### config.mk
export PLATFORM = sky130hd
export DESIGN_NAME = sbqm_param_flat
export DESIGN_NICKNAME = d
export VERILOG_FILES = /design/src/rtl/sbqm_param_if.sv /design/src/rtl/sbqm_param.sv /design/src/flat_wrapper.sv
export SDC_FILE = /design/constraint.sdc
export NUM_CORES = 1
export LEC_CHECK = 0
export ABC_AREA = 1
export CORE_MARGIN = 2
export CORE_UTILIZATION = 58
export CTS_CLUSTER_DIAMETER = 60
export CTS_CLUSTER_SIZE = 10
export DETAILED_ROUTE_END_ITERATION = 12
export GPL_TIMING_DRIVEN = 0
export PLACE_DENSITY = 0.86
export RECOVER_POWER = 25
export SETUP_SLACK_MARGIN = 0.5
export SLEW_MARGIN = 30
export SYNTH_ARGS = -nofsm -noshare
export SYNTH_HDL_FRONTEND = slang
export SYNTH_SLANG_ARGS = --single-unit
### constraint.sdc
create_clock -name clk -period 12.82 [get_ports clk]
set_input_delay 2.564 -clock clk [delete_from_list [all_inputs] [get_ports clk]]
set_output_delay 2.564 -clock clk [all_outputs]
set_load 0.02 [all_outputs]
### src/rtl/sbqm_param_if.sv
// sbqm_param_if: beam, teller and status signals of the queue monitor
interface sbqm_param_if #(
  parameter int DEPTH = 7,
  parameter int TW    = 2,
  parameter int WW    = 5
);
  localparam int PW = $clog2(DEPTH + 1);
  logic          up_count;
  logic          down_count;
  logic [TW-1:0] tcount;
  logic          clear_err;
  logic [PW-1:0] pcount;
  logic [WW-1:0] wcount;
  logic          empty_flag;
  logic          full_flag;
  logic          closed_flag;
  logic          ovf_err;
  logic          unf_err;
  modport master (
    output up_count, down_count, tcount, clear_err,
    input  pcount, wcount, empty_flag, full_flag, closed_flag, ovf_err, unf_err
  );
  modport slave (
    input  up_count, down_count, tcount, clear_err,
    output pcount, wcount, empty_flag, full_flag, closed_flag, ovf_err, unf_err
  );
endinterface

### src/rtl/sbqm_param.sv
// sbqm_param: queue person counter with beam edge detection and wait-time estimate
module sbqm_param #(
  parameter int DEPTH = 7,
  parameter int TW    = 2,
  parameter int ST    = 3,
  parameter int WW    = 5
) (
  input logic          clk,
  input logic          Resetn,
  sbqm_param_if.slave  bus
);
  localparam int PW = $clog2(DEPTH + 1);
  localparam int AW = PW + TW + $clog2(ST + 1) + 1;
  localparam logic [63:0] WMAX = (64'd1 << WW) - 64'd1;
  logic          r_prev_up, r_prev_down, r_closed, r_ovf, r_unf;
  logic [PW-1:0] r_pcount;
  logic [TW-1:0] r_tcount;
  logic [WW-1:0] r_wcount;
  logic          w_arr, w_dep, w_full, w_empty;
  logic [AW-1:0] w_num, w_div, w_quo;
  logic [WW-1:0] w_wait;
  // beam falling edges, occupancy decode and saturating wait estimate
  always_comb begin
    w_arr   = r_prev_up & ~bus.up_count;
    w_dep   = r_prev_down & ~bus.down_count;
    w_full  = r_pcount == PW'(DEPTH);
    w_empty = r_pcount == '0;
    w_div   = (r_tcount == '0) ? AW'(1) : AW'(r_tcount);
    w_num   = AW'(ST) * (AW'(r_pcount) + AW'(r_tcount) - AW'(1));
    w_quo   = w_num / w_div;
    w_wait  = w_empty ? '0 : (r_tcount == '0 || 64'(w_quo) > WMAX) ? '1 : WW'(w_quo);
  end
  // queue state: count, sticky errors (error beats clear), sampled tellers, wait
  always_ff @(posedge clk or negedge Resetn) begin
    if (!Resetn) begin
      r_prev_up   <= 1'b1;
      r_prev_down <= 1'b1;
      r_pcount    <= '0;
      r_tcount    <= '0;
      r_closed    <= 1'b0;
      r_wcount    <= '0;
      r_ovf       <= 1'b0;
      r_unf       <= 1'b0;
    end else begin
      r_prev_up   <= bus.up_count;
      r_prev_down <= bus.down_count;
      r_tcount    <= bus.tcount;
      r_closed    <= bus.tcount == '0;
      r_pcount    <= (w_arr & ~w_dep & ~w_full)  ? r_pcount + PW'(1) :
                     (w_dep & ~w_arr & ~w_empty) ? r_pcount - PW'(1) : r_pcount;
      r_ovf       <= (w_arr & ~w_dep & w_full)  | (r_ovf & ~bus.clear_err);
      r_unf       <= (w_dep & ~w_arr & w_empty) | (r_unf & ~bus.clear_err);
      r_wcount    <= w_wait;
    end
  end
  assign bus.pcount      = r_pcount;
  assign bus.wcount      = r_wcount;
  assign bus.empty_flag  = w_empty;
  assign bus.full_flag   = w_full;
  assign bus.closed_flag = r_closed;
  assign bus.ovf_err     = r_ovf;
  assign bus.unf_err     = r_unf;
endmodule
### src/flat_wrapper.sv
// flat-port wrapper written by rule: the top's interface ports become plain ports
module sbqm_param_flat 
#(
  parameter int DEPTH = 7,
  parameter int TW    = 2,
  parameter int ST    = 3,
  parameter int WW    = 5
)
  (clk, Resetn, bus_up_count, bus_down_count, bus_tcount, bus_clear_err, bus_pcount, bus_wcount, bus_empty_flag, bus_full_flag, bus_closed_flag, bus_ovf_err, bus_unf_err);
  sbqm_param_if #(.DEPTH(DEPTH), .TW(TW), .WW(WW)) bus_i ();
  input logic clk;
  input logic Resetn;
  input wire logic [$bits(bus_i.up_count)-1:0] bus_up_count;
  input wire logic [$bits(bus_i.down_count)-1:0] bus_down_count;
  input wire logic [$bits(bus_i.tcount)-1:0] bus_tcount;
  input wire logic [$bits(bus_i.clear_err)-1:0] bus_clear_err;
  output wire logic [$bits(bus_i.pcount)-1:0] bus_pcount;
  output wire logic [$bits(bus_i.wcount)-1:0] bus_wcount;
  output wire logic [$bits(bus_i.empty_flag)-1:0] bus_empty_flag;
  output wire logic [$bits(bus_i.full_flag)-1:0] bus_full_flag;
  output wire logic [$bits(bus_i.closed_flag)-1:0] bus_closed_flag;
  output wire logic [$bits(bus_i.ovf_err)-1:0] bus_ovf_err;
  output wire logic [$bits(bus_i.unf_err)-1:0] bus_unf_err;
  assign bus_i.up_count = bus_up_count;
  assign bus_i.down_count = bus_down_count;
  assign bus_i.tcount = bus_tcount;
  assign bus_i.clear_err = bus_clear_err;
  assign bus_pcount = bus_i.pcount;
  assign bus_wcount = bus_i.wcount;
  assign bus_empty_flag = bus_i.empty_flag;
  assign bus_full_flag = bus_i.full_flag;
  assign bus_closed_flag = bus_i.closed_flag;
  assign bus_ovf_err = bus_i.ovf_err;
  assign bus_unf_err = bus_i.unf_err;
  sbqm_param #(.DEPTH(DEPTH), .TW(TW), .ST(ST), .WW(WW)) u_core (.clk(clk), .Resetn(Resetn), .bus(bus_i));
endmodule
**Word level (Yosys, flattened, before mapping)**

Index checks and enable logic that the tools add are counted.

- Flip-flop bits (word level): 15
- Bits of input ports: 7
- Output and inout port bits: 13
- Logic and storage cells: 45

- $add $sub $neg: 4
- Multipliers: 1
- Divide/modulo/power cells: 1
- Magnitude comparators: 1
- Equality and inequality tests: 1
- Mux-type cells: 5
- Bitwise logic cells: 19
- Reduce and logical (&&, ||, !) cells: 5

Operators by type and width:

| operator | number |
|---|---|
| bitwise AND 1 bit | 10 |
| 2-to-1 mux 5 bit | 2 |
| divider 8 x 8 -> 8 bit | 1 |
| greater-than comparator 8 x 5 -> 1 bit (second input constant) | 1 |
| multiplier 2 x 8 -> 8 bit (first input constant) | 1 |
| subtractor 8 x 1 -> 8 bit (second input constant) | 1 |
| inverter 1 bit | 7 |
| 2-to-1 mux 3 bit | 2 |
| adder 3 x 2 -> 4 bit | 1 |
| logical NOT 2 bit | 2 |
| adder 3 x 1 -> 3 bit (second input constant) | 1 |
| == test 3 bit (second input constant) | 1 |
| logical NOT 3 bit | 1 |
| subtractor 3 x 1 -> 3 bit (second input constant) | 1 |
| 2-to-1 mux 2 bit | 1 |
| OR 1 bit | 2 |
| nonzero test 2 bit | 1 |
| logical OR 1 bit | 1 |

**Logic depth before layout (Yosys ltp)**

Gate-level depths: netlist of the first run.

- Depth after elaboration: 8
- Mapped depth: 77
- Gate-level depth less buffers: 77

**Least setup slack after synthesis of the first run**

No wires, ideal clock.

- Path kind: flip-flop to flip-flop
- Start: register u_core.r_pcount[0] (netlist: u_core.bus.pcount[0])
- End: register u_core.r_wcount[0] (netlist: u_core.bus.wcount[0])
- Setup time: 0.174 ns
- Data arrival time: 10.760 ns
- Data required time: 12.646 ns
- Slack: 1.886 ns
- Cell stages (with the launch flop): 71
- Buffers on the path: 0
- Clock period less this slack: 10.934 ns
- Cell sequence: dfrtp_1 ha_1 inv_1 fa_1 ha_1 inv_1 nand3_4 nand2_4 fa_1 nand2_1 inv_1 nand4_2 nand4_2 nand2_1 inv_1 ha_1 o21ai_0 or2_2 [... 35 more ...] inv_1 a211oi_1 nand2_1 a21oi_1 nand3_1 nor2_2 nand2_1 nand2_1 o21ai_1 ha_1 a21oi_1 nand2_1 nor2_1 nand2_1 a21oi_1 nand2_1 nor2_1 a21oi_1

- Cells in the longest elaborated chain, start to end: 8

RTL lines:

| item | line | RTL |
|---|---|---|
| start, declared | sbqm_param.sv:16 | `logic [PW-1:0] r_pcount;` |
| start signal, assigned | sbqm_param.sv:49 | `r_pcount <= (w_arr & ~w_dep & ~w_full) ? r_pcount + PW'(1) :` |
| adder 3 x 2 -> 4 bit | sbqm_param.sv:29 | `w_num = AW'(ST) * (AW'(r_pcount) + AW'(r_tcount) - AW'(1));` |
| subtractor 8 x 1 -> 8 bit | sbqm_param.sv:29 |  |
| multiplier 2 x 8 -> 8 bit | sbqm_param.sv:29 |  |
| divider 8 x 8 -> 8 bit | sbqm_param.sv:30 | `w_quo = w_num / w_div;` |
| greater-than comparator 8 x 5 -> 1 bit | sbqm_param.sv:31 | `w_wait = w_empty ? '0 : (r_tcount == '0 \|\| 64'(w_quo) > WMAX) ? '1 : WW'(w_quo);` |
| logical OR 1 bit | sbqm_param.sv:31 |  |
| 2-to-1 mux 5 bit | sbqm_param.sv:31 |  |
| 2-to-1 mux 5 bit (*) | sbqm_param.sv:31 |  |
| via u_core.w_wait[0] | sbqm_param.sv:21 | `logic [WW-1:0] w_wait;` |
| end signal, assigned | sbqm_param.sv:53 | `r_wcount <= w_wait;` |
| end, declared | sbqm_param.sv:18 | `logic [WW-1:0] r_wcount;` |

Mark *: on every way through the listed nets, which the timed path passes. The rest lies on a longest branch.
A chain may end at the register's enable or synchronous reset.

**Worst setup path in the final report of the first run**

Same ends and word-level chain as after synthesis.

==> qor.txt, run 1 <==
SYNTHESIS
----------------------------------------------------------------------------------------
Largest cells by area after synthesis ..................................... sky130_fd_sc_hd__dfrtp_1, sky130_fd_sc_hd__ha_1, sky130_fd_sc_hd__nand2_1
Largest area contributor in the synthesized netlist ....................... sky130_fd_sc_hd__dfrtp_1
Sequential area share after synthesis .....................................        18.1%
Synth unique cells ........................................................           35
Synthesized instance count ................................................          284
Per-instance average area after synthesis .................................     7.35 um2
Net count after synthesis .................................................          319
Cell area after synthesis .................................................  0.00209 mm2
YS warnings ...............................................................            0
Share of Yosys cell area claimed by the top area cell type ................        15.6%
Number of synthesized register bits .......................................           15

FINISH
----------------------------------------------------------------------------------------
Ant diodes ................................................................            0
Net count, final ..........................................................          343
Most common cell after layout, fill and taps aside ........................ sky130_fd_sc_hd__nand2_1
Commonest cells after routing, fill and taps aside ........................ sky130_fd_sc_hd__nand2_1, sky130_fd_sc_hd__inv_1, sky130_fd_sc_hd__ha_1
Area growth from synthesis to final layout ................................        15.1%
Filler Cell Count .........................................................          280
Layout Utilization ........................................................        70.9%
Ratio of cells with drive above 1 in the final layout .....................        20.2%
Post-layout instance count excluding filler cells .........................          353

FLOORPLANNING
----------------------------------------------------------------------------------------
Die width .................................................................      64.0 um
Die ar. ...................................................................  0.00409 mm2
Floorplan core area .......................................................  0.00339 mm2
Row count .................................................................           21
Die Span Y ................................................................      64.0 um
I/O pin count .............................................................           20
Initial cell density of the core ..........................................        61.6%

ROUTING
----------------------------------------------------------------------------------------
Count of antenna-violating nets left after detailed routing ...............            0
WL per Instance ...........................................................      11.5 um
Vias per cell .............................................................         5.18
Via total after detailed routing ..........................................         1827
DRT Pass-1 Iters ..........................................................            4
Routed wire length ........................................................      4070 um
Drt first-iter violations .................................................           86
Number of DRC violations after detailed routing ...........................            0

TIMING
----------------------------------------------------------------------------------------
Fin crit share ............................................................        88.4%
Worst clock skew on the final layout ......................................   0.00432 ns
Worst Tran Pin Value ......................................................     0.830 ns
Max-slew violation count ..................................................            0
Count of final setup violators ............................................            0
Max Freq ..................................................................     88.3 MHz
Setup TNS .................................................................         0 ns
Endpoints failing hold ....................................................            0
Final min period ..........................................................     11.33 ns
Worst relative slew slack .................................................        44.3%
Unrepaired setup endpoints after global routing ...........................        false

CLOCKING
----------------------------------------------------------------------------------------
Clock Path Buffers ........................................................            2
Sinks on the clock net ....................................................           15
H-tree depth reported by CTS ..............................................            1
CTS resizes ...............................................................            0
Clock tree from TritonCTS .................................................         done
Cts-stage hold buffer count ...............................................            0
Clock transition at the registers of the reported paths ...................      0.08 ns
Number of buffers created by CTS ..........................................            3
Clock latency at the later pin of the worst-skew pair .....................      0.28 ns
CTS root buf .............................................................. sky130_fd_sc_hd__clkbuf_4
Number of buffers inserted to repair setup after CTS ......................            0

SETUP PATH
----------------------------------------------------------------------------------------
Buffers plus inverters on the worst setup path ............................           10
Setup crit start kind .....................................................     register
CP Capture Type ...........................................................     register
Worst R2R Start ........................................................... u_core.bus.pcount[0]
Setup Crit Path Kind ......................................................      reg2reg
Critical path fanouts, max ................................................            6
Crit-path most repeated cell .............................................. sky130_fd_sc_hd__nand2_1
Start point of the critical path .......................................... u_core.bus.pcount[0]
Slowest cell on the critical path ......................................... sky130_fd_sc_hd__fa_1
Data arrival, critical path ...............................................     11.46 ns
Delay of the slowest cell on the worst path ...............................      0.49 ns
Dominant delay contributor by cell family on the critical path ............  adder cells
Data required time at the worst endpoint ..................................     12.95 ns

GRT
----------------------------------------------------------------------------------------
Residual overflow from global routing .....................................            0
Wire length of the first global-routing pass ..............................      7010 um
Via count of the first global-routing pass ................................         1768
GRT Overall Usage .........................................................        20.9%
Pin count of the biggest net entering global routing ......................           16
Antenna violations before repair ..........................................            0

HOLD PATH
----------------------------------------------------------------------------------------
HP Class ..................................................................      reg2reg
Hold path startpoint ...................................................... u_core.bus.unf_err

PLACEMENT
----------------------------------------------------------------------------------------
Global placement routability congestion ...................................        0.859
Placed Cells incl. Taps ...................................................          349
I/O Buffers ...............................................................           19
Total half-perimeter wirelength after legalization and detailed placement .      3340 um

FLOW RUN
----------------------------------------------------------------------------------------
Max_cap viols .............................................................            0

RUN STATUS
----------------------------------------------------------------------------------------
Status .................................................................... finished, final reports clean

==> layer usage <==
| metal | up-vias | wire, um | track usage, % |
|---|---|---|---|
| met5 | - | 0 | 0 |
| met4 | 0 | 43 | 3.80 |
| met3 | 4 | 106 | 3.87 |
| met2 | 25 | 2010 | 37.0 |
| met1 | 835 | 1900 | 26.5 |
| li1 | 963 | - | - |
==> flip-flops by register name (all words and copies together), names as in the netlist <==
name and cells:
u_core.bus.ovf_err 1, u_core.r_prev_down 1, u_core.bus.pcount 3, u_core.r_prev_up 1, u_core.bus.wcount 5, u_core.bus.unf_err 1
u_core.r_tcount 2, u_core.bus.closed_flag 1
==> worst reg2reg max path: cells and delay by family (launching register included) <==
kind	cells	cell delay, ns
buffers and inverters	10	0.83
AO/OA/AOI/OAI	17	2.68
adder cells (fa/ha/maj)	12	3.78
AND/OR/NAND/NOR	32	3.42
flip-flops	1	0.46
==> cell usage after synthesis <==
master,instances
sky130_fd_sc_hd__o21ai_0,3
sky130_fd_sc_hd__nor2_4,4
sky130_fd_sc_hd__inv_1,52
sky130_fd_sc_hd__fa_1,3
sky130_fd_sc_hd__mux2i_1,1
sky130_fd_sc_hd__a21oi_1,13
sky130_fd_sc_hd__ha_1,25
sky130_fd_sc_hd__nand3_2,7
sky130_fd_sc_hd__dfstp_2,2
sky130_fd_sc_hd__o211ai_2,1
sky130_fd_sc_hd__or2_2,2
sky130_fd_sc_hd__o22ai_1,2
sky130_fd_sc_hd__o211ai_1,1
sky130_fd_sc_hd__nand3_4,4
sky130_fd_sc_hd__nand4_2,3
sky130_fd_sc_hd__dfrtp_1,13
sky130_fd_sc_hd__nand2_1,57
sky130_fd_sc_hd__a211oi_1,1
sky130_fd_sc_hd__nor2_1,18
sky130_fd_sc_hd__nand3_1,15
sky130_fd_sc_hd__o21bai_1,1
sky130_fd_sc_hd__nand3b_2,1
sky130_fd_sc_hd__nand4_1,1
sky130_fd_sc_hd__nand2_4,8
sky130_fd_sc_hd__nor2_2,3
sky130_fd_sc_hd__nor3_1,8
sky130_fd_sc_hd__inv_2,2
sky130_fd_sc_hd__o21ai_2,3
sky130_fd_sc_hd__nand2_2,11
sky130_fd_sc_hd__o21ai_1,4
sky130_fd_sc_hd__a31oi_1,1
sky130_fd_sc_hd__nand3b_1,1
sky130_fd_sc_hd__xor2_1,8
sky130_fd_sc_hd__a21oi_2,1
sky130_fd_sc_hd__o21a_1,4
==> area by class of cell <==
| class | instances | area, um2 | share of cell area (%) |
|---|---|---|---|
| Inverter | 54 | 203 | 8.44 |
| Clock buffer | 4 | 26.3 | 1.09 |
| Timing Repair Buffer | 19 | 190 | 7.92 |
| Tap cell | 46 | 57.6 | 2.40 |
| Multi-Input combinational cell | 215 | 1550 | 64.4 |
| Sequential cell | 15 | 379 | 15.8 |
==> per-stage QoR <==
step / setup WS [ns] / instance area, um2 / hold WS, ns
after floorplan: 1.89 / 2090 / 0.538
after global placement: 0.847 / 2330 / 0.514
after detailed placement: 0.595 / 2330 / 0.521
after CTS: 0.546 / 2360 / 0.532
after global routing: 0.514 / 2400 / 0.567
final: 1.49 / 2400 / 0.531
==> worst paths after layout <==
path | end | slack, ns | depth (start not counted)
max in group asynchronous | u_core.bus.pcount[0] | 9.64 | 1
hold / removal | u_core.bus.unf_err | 0.53 | 2
setup reg to reg | u_core.bus.wcount[0] | 1.49 | 71
min in group asynchronous | u_core.bus.ovf_err | 2.74 | 1
hold reg to reg | u_core.bus.unf_err | 0.53 | 2
setup / recovery | u_core.bus.wcount[0] | 1.49 | 71
==> kinds of logic (layout without fill, tap and decap cells) <==
logic type      count (synthesis)  count (layout)  share of synthesized area (%)
fa+ha+maj                      28              28                           17.9
simple gates                  143             143                           40.0
mux                             1               1                          0.480
buf+inv                        54              77                           9.71
flops                          15              15                           18.1
xor+xnor                        8               8                           3.36
compound gates                 35              35                           10.5
Power of run 1 is not shown: default switching activity piles up to over one toggle a cycle in this logic, so the estimate is an artifact.
==> run 2, diff against run 1 <==
--- a/config.mk
+++ b/config.mk
@@ -7,12 +7,13 @@
 export LEC_CHECK = 0
 export ABC_AREA = 1
 export CORE_MARGIN = 2
-export CORE_UTILIZATION = 58
+export CORE_UTILIZATION = 60
+export CTS_BUF_LIST = sky130_fd_sc_hd__clkbuf_4 sky130_fd_sc_hd__clkbuf_8
 export CTS_CLUSTER_DIAMETER = 60
 export CTS_CLUSTER_SIZE = 10
 export DETAILED_ROUTE_END_ITERATION = 12
 export GPL_TIMING_DRIVEN = 0
-export PLACE_DENSITY = 0.86
+export PLACE_DENSITY = 0.88
 export RECOVER_POWER = 25
 export SETUP_SLACK_MARGIN = 0.5
 export SLEW_MARGIN = 30
==> run 2 against run 1 <==
Against the previous run:
- non-clock buffer count did not move
- worst hold slack improved by 0.011 ns
- first-iteration DRC count fell by 3.5%
- worst setup slack improved by 0.0017 ns
- routed wire length rose by 4.5%
- utilization rose by 1.7 points
- cell count did not move
- clock skew rose by 0.00064 ns
- largest cell class unchanged
==> qor.txt, run 2 (same netlist as run 1, synthesis figures left out) <==
RUN STATUS
----------------------------------------------------------------------------------------
Status .................................................................... finished, final reports clean

SETUP PATH
----------------------------------------------------------------------------------------
CP Capture Type ...........................................................     register
Reg2Reg Capture Point ..................................................... u_core.bus.wcount[0]
Crit-path most repeated cell .............................................. sky130_fd_sc_hd__nand2_1
Delay of the slowest cell on the worst path ...............................      0.49 ns   about the same
Critical path fanouts, max ................................................            6   unchanged
Setup crit start kind .....................................................     register
Setup Crit Path Kind ......................................................      reg2reg
Slowest cell on the critical path ......................................... sky130_fd_sc_hd__fa_2
Data required time at the worst endpoint ..................................     12.95 ns   about the same
R2r setup slk .............................................................      1.49 ns   about the same
Worst Reg2Reg Path Length in Cells ........................................           71   unchanged
Worst R2R Start ........................................................... u_core.bus.pcount[0]
Data arrival, critical path ...............................................     11.46 ns   about the same

FLOORPLANNING
----------------------------------------------------------------------------------------
Die ar. ...................................................................  0.00397 mm2   -3.1%
Floorplan core area .......................................................  0.00334 mm2   -1.6%
I/O pin count .............................................................           20   unchanged
Die width .................................................................      63.0 um   -1.6%
Die Span Y ................................................................      63.0 um   -1.6%
Row count .................................................................           21   unchanged
Initial cell density of the core ..........................................        62.5%   +0.97 points

FINISH
----------------------------------------------------------------------------------------
Commonest cells after routing, fill and taps aside ........................ sky130_fd_sc_hd__nand2_1, sky130_fd_sc_hd__inv_1, sky130_fd_sc_hd__ha_1
Area growth from synthesis to final layout ................................        16.1%
Ratio of cells with drive above 1 in the final layout .....................        21.2%   +0.98 points
Net count, final ..........................................................          343   unchanged
Ant diodes ................................................................            0   unchanged
Most common cell after layout, fill and taps aside ........................ sky130_fd_sc_hd__nand2_1
Flip-flop count of the largest register after layout ......................            5   unchanged
Post-layout instance count excluding filler cells .........................          353   unchanged
Final instance area .......................................................  0.00242 mm2   +0.83%

ROUTING
----------------------------------------------------------------------------------------
WL per Instance ...........................................................      12.0 um   +4.5%
Via total after detailed routing ..........................................         1856   +1.6%
Routed wire length ........................................................      4250 um   +4.5%
Vias per cell .............................................................         5.26   +1.6%
DRT Pass-1 Iters ..........................................................            5   +1
Drt first-iter violations .................................................           83   -3.5%
Number of DRC violations after detailed routing ...........................            0   unchanged
Count of antenna-violating nets left after detailed routing ...............            0   unchanged

TIMING
----------------------------------------------------------------------------------------
Worst relative slew slack .................................................        40.2%   -4.0 points
Worst Tran Pin Value ......................................................     0.890 ns   +0.0598 ns
Max Freq ..................................................................     88.3 MHz   about the same
Least setup slack across all paths after layout ...........................      1.49 ns   +0.00168 ns
Setup TNS .................................................................         0 ns   unchanged
Endpoints failing hold ....................................................            0   unchanged
Count of final setup violators ............................................            0   unchanged
Max-slew violation count ..................................................            0   unchanged
Worst clock skew on the final layout ......................................   0.00495 ns   +0.000636 ns
Unrepaired setup endpoints after global routing ...........................        false
Final min period ..........................................................     11.33 ns   -0.00168 ns
Fin crit share ............................................................        88.4%   about the same

HOLD PATH
----------------------------------------------------------------------------------------
Number of instances on the worst hold path ................................            2   unchanged
Worst Hold Endpoint ....................................................... u_core.bus.ovf_err
Hold path startpoint ...................................................... u_core.bus.ovf_err
HP Class ..................................................................      reg2reg

PLACEMENT
----------------------------------------------------------------------------------------
Total half-perimeter wirelength after legalization and detailed placement .      3410 um   +2.0%
Worst setup slack before clock tree synthesis .............................     0.454 ns   -0.141 ns
Placed Cells incl. Taps ...................................................          349   unchanged
Post-place instance area ..................................................  0.00233 mm2   unchanged
I/O Buffers ...............................................................           19   unchanged
Global placement routability congestion ...................................        0.896   +4.3%

GRT
----------------------------------------------------------------------------------------
Pin count of the biggest net entering global routing ......................           16   unchanged
Residual overflow from global routing .....................................            0   unchanged
Wire length of the first global-routing pass ..............................      7530 um   +7.5%
Via count of the first global-routing pass ................................         1807   +2.2%
GRT Overall Usage .........................................................        22.7%   +1.8 points
Antenna violations before repair ..........................................            0   unchanged

CLOCKING
----------------------------------------------------------------------------------------
Clock Path Buffers ........................................................            2   unchanged
Number of buffers inserted to repair setup after CTS ......................            0   unchanged
Clock transition at the registers of the reported paths ...................      0.09 ns   about the same
Sinks on the clock net ....................................................           15   unchanged
Clock tree from TritonCTS .................................................         done
CTS root buf .............................................................. sky130_fd_sc_hd__clkbuf_4
H-tree depth reported by CTS ..............................................            1   unchanged
Number of buffers created by CTS ..........................................            3   unchanged
Clock latency at the later pin of the worst-skew pair .....................      0.29 ns   about the same

FLOW RUN
----------------------------------------------------------------------------------------
Max_cap viols .............................................................            0   unchanged

run 2: cell types whose count changed in the layout (fill, tap and decap cells not counted):
cell                       before  now
sky130_fd_sc_hd__fa_1           3    2
sky130_fd_sc_hd__ha_4           0    1
sky130_fd_sc_hd__clkbuf_1       1    0
sky130_fd_sc_hd__ha_2           1    0
sky130_fd_sc_hd__o21ai_1        5    4
sky130_fd_sc_hd__clkbuf_4       3    4
sky130_fd_sc_hd__fa_2           0    1
sky130_fd_sc_hd__o21ai_2        3    4
run 2: what timing repair did:
action,in CTS,in global routing
endpoints found under the setup margin,1,1
hold buffers,0,0
gates resized for setup,1,14
run 2: layout make-up:
type / instances / area (um2)
clock buffer: 4 / 30.0
fill: 258 / 915
inverter: 54 / 203
multi-input combinational: 215 / 1560
sequential: 15 / 379
tap: 46 / 57.6
timing repair buffer: 19 / 190
run 2: how the worst max path moves through the flow:
| stage | start | to | slack, ns | depth (start not counted) |
|---|---|---|---|---|
| final | u_core.bus.pcount[0] | u_core.bus.wcount[0] | 1.49 | 71 |
| after global routing | u_core.bus.pcount[0] | u_core.bus.wcount[0] | 0.47 | 71 |
| after global placement | u_core.bus.pcount[0] | u_core.bus.wcount[0] | 0.87 | 70 |
| after detailed placement | u_core.bus.pcount[0] | u_core.bus.wcount[0] | 0.45 | 70 |
| after CTS | u_core.bus.pcount[0] | u_core.bus.wcount[0] | 0.54 | 70 |
| after floorplan | u_core.bus.pcount[0] | u_core.bus.wcount[0] | 1.89 | 70 |
run 2: critical path: cells and delay by family, from the launching register on:
kind | cells | cell delay (ns)
AO/OA/AOI/OAI | 17 | 2.65
buffers and inverters | 10 | 0.81
AND/OR/NAND/NOR | 32 | 3.39
flip-flops | 1 | 0.46
adder cells (fa/ha/maj) | 12 | 3.79
run 2: per-layer routing:
| metal | part of all wire (%) | wire, um | global-route usage, % | vias to the layer above |
|---|---|---|---|---|
| met4 | 0.80 | 34 | 3.61 | 0 |
| met1 | 45 | 1920 | 29.4 | 853 |
| li1 | - | - | - | 969 |
| met3 | 2.6 | 111 | 2.70 | 4 |
| met2 | 51 | 2180 | 40.8 | 30 |
| met5 | 0 | 0 | 0 | - |
run 2: stage by stage:
stage | utilization, % | hold slack, ns
3_5_place_dp | 70.0 | 0.526
5_1_grt | 72.6 | 0.573
4_1_cts | 71.0 | 0.543
6_report | 72.6 | 0.542
3_3_place_gp | 70.0 | 0.516
2_1_floorplan | - | 0.538
Power of run 2 is left out for the same reason.
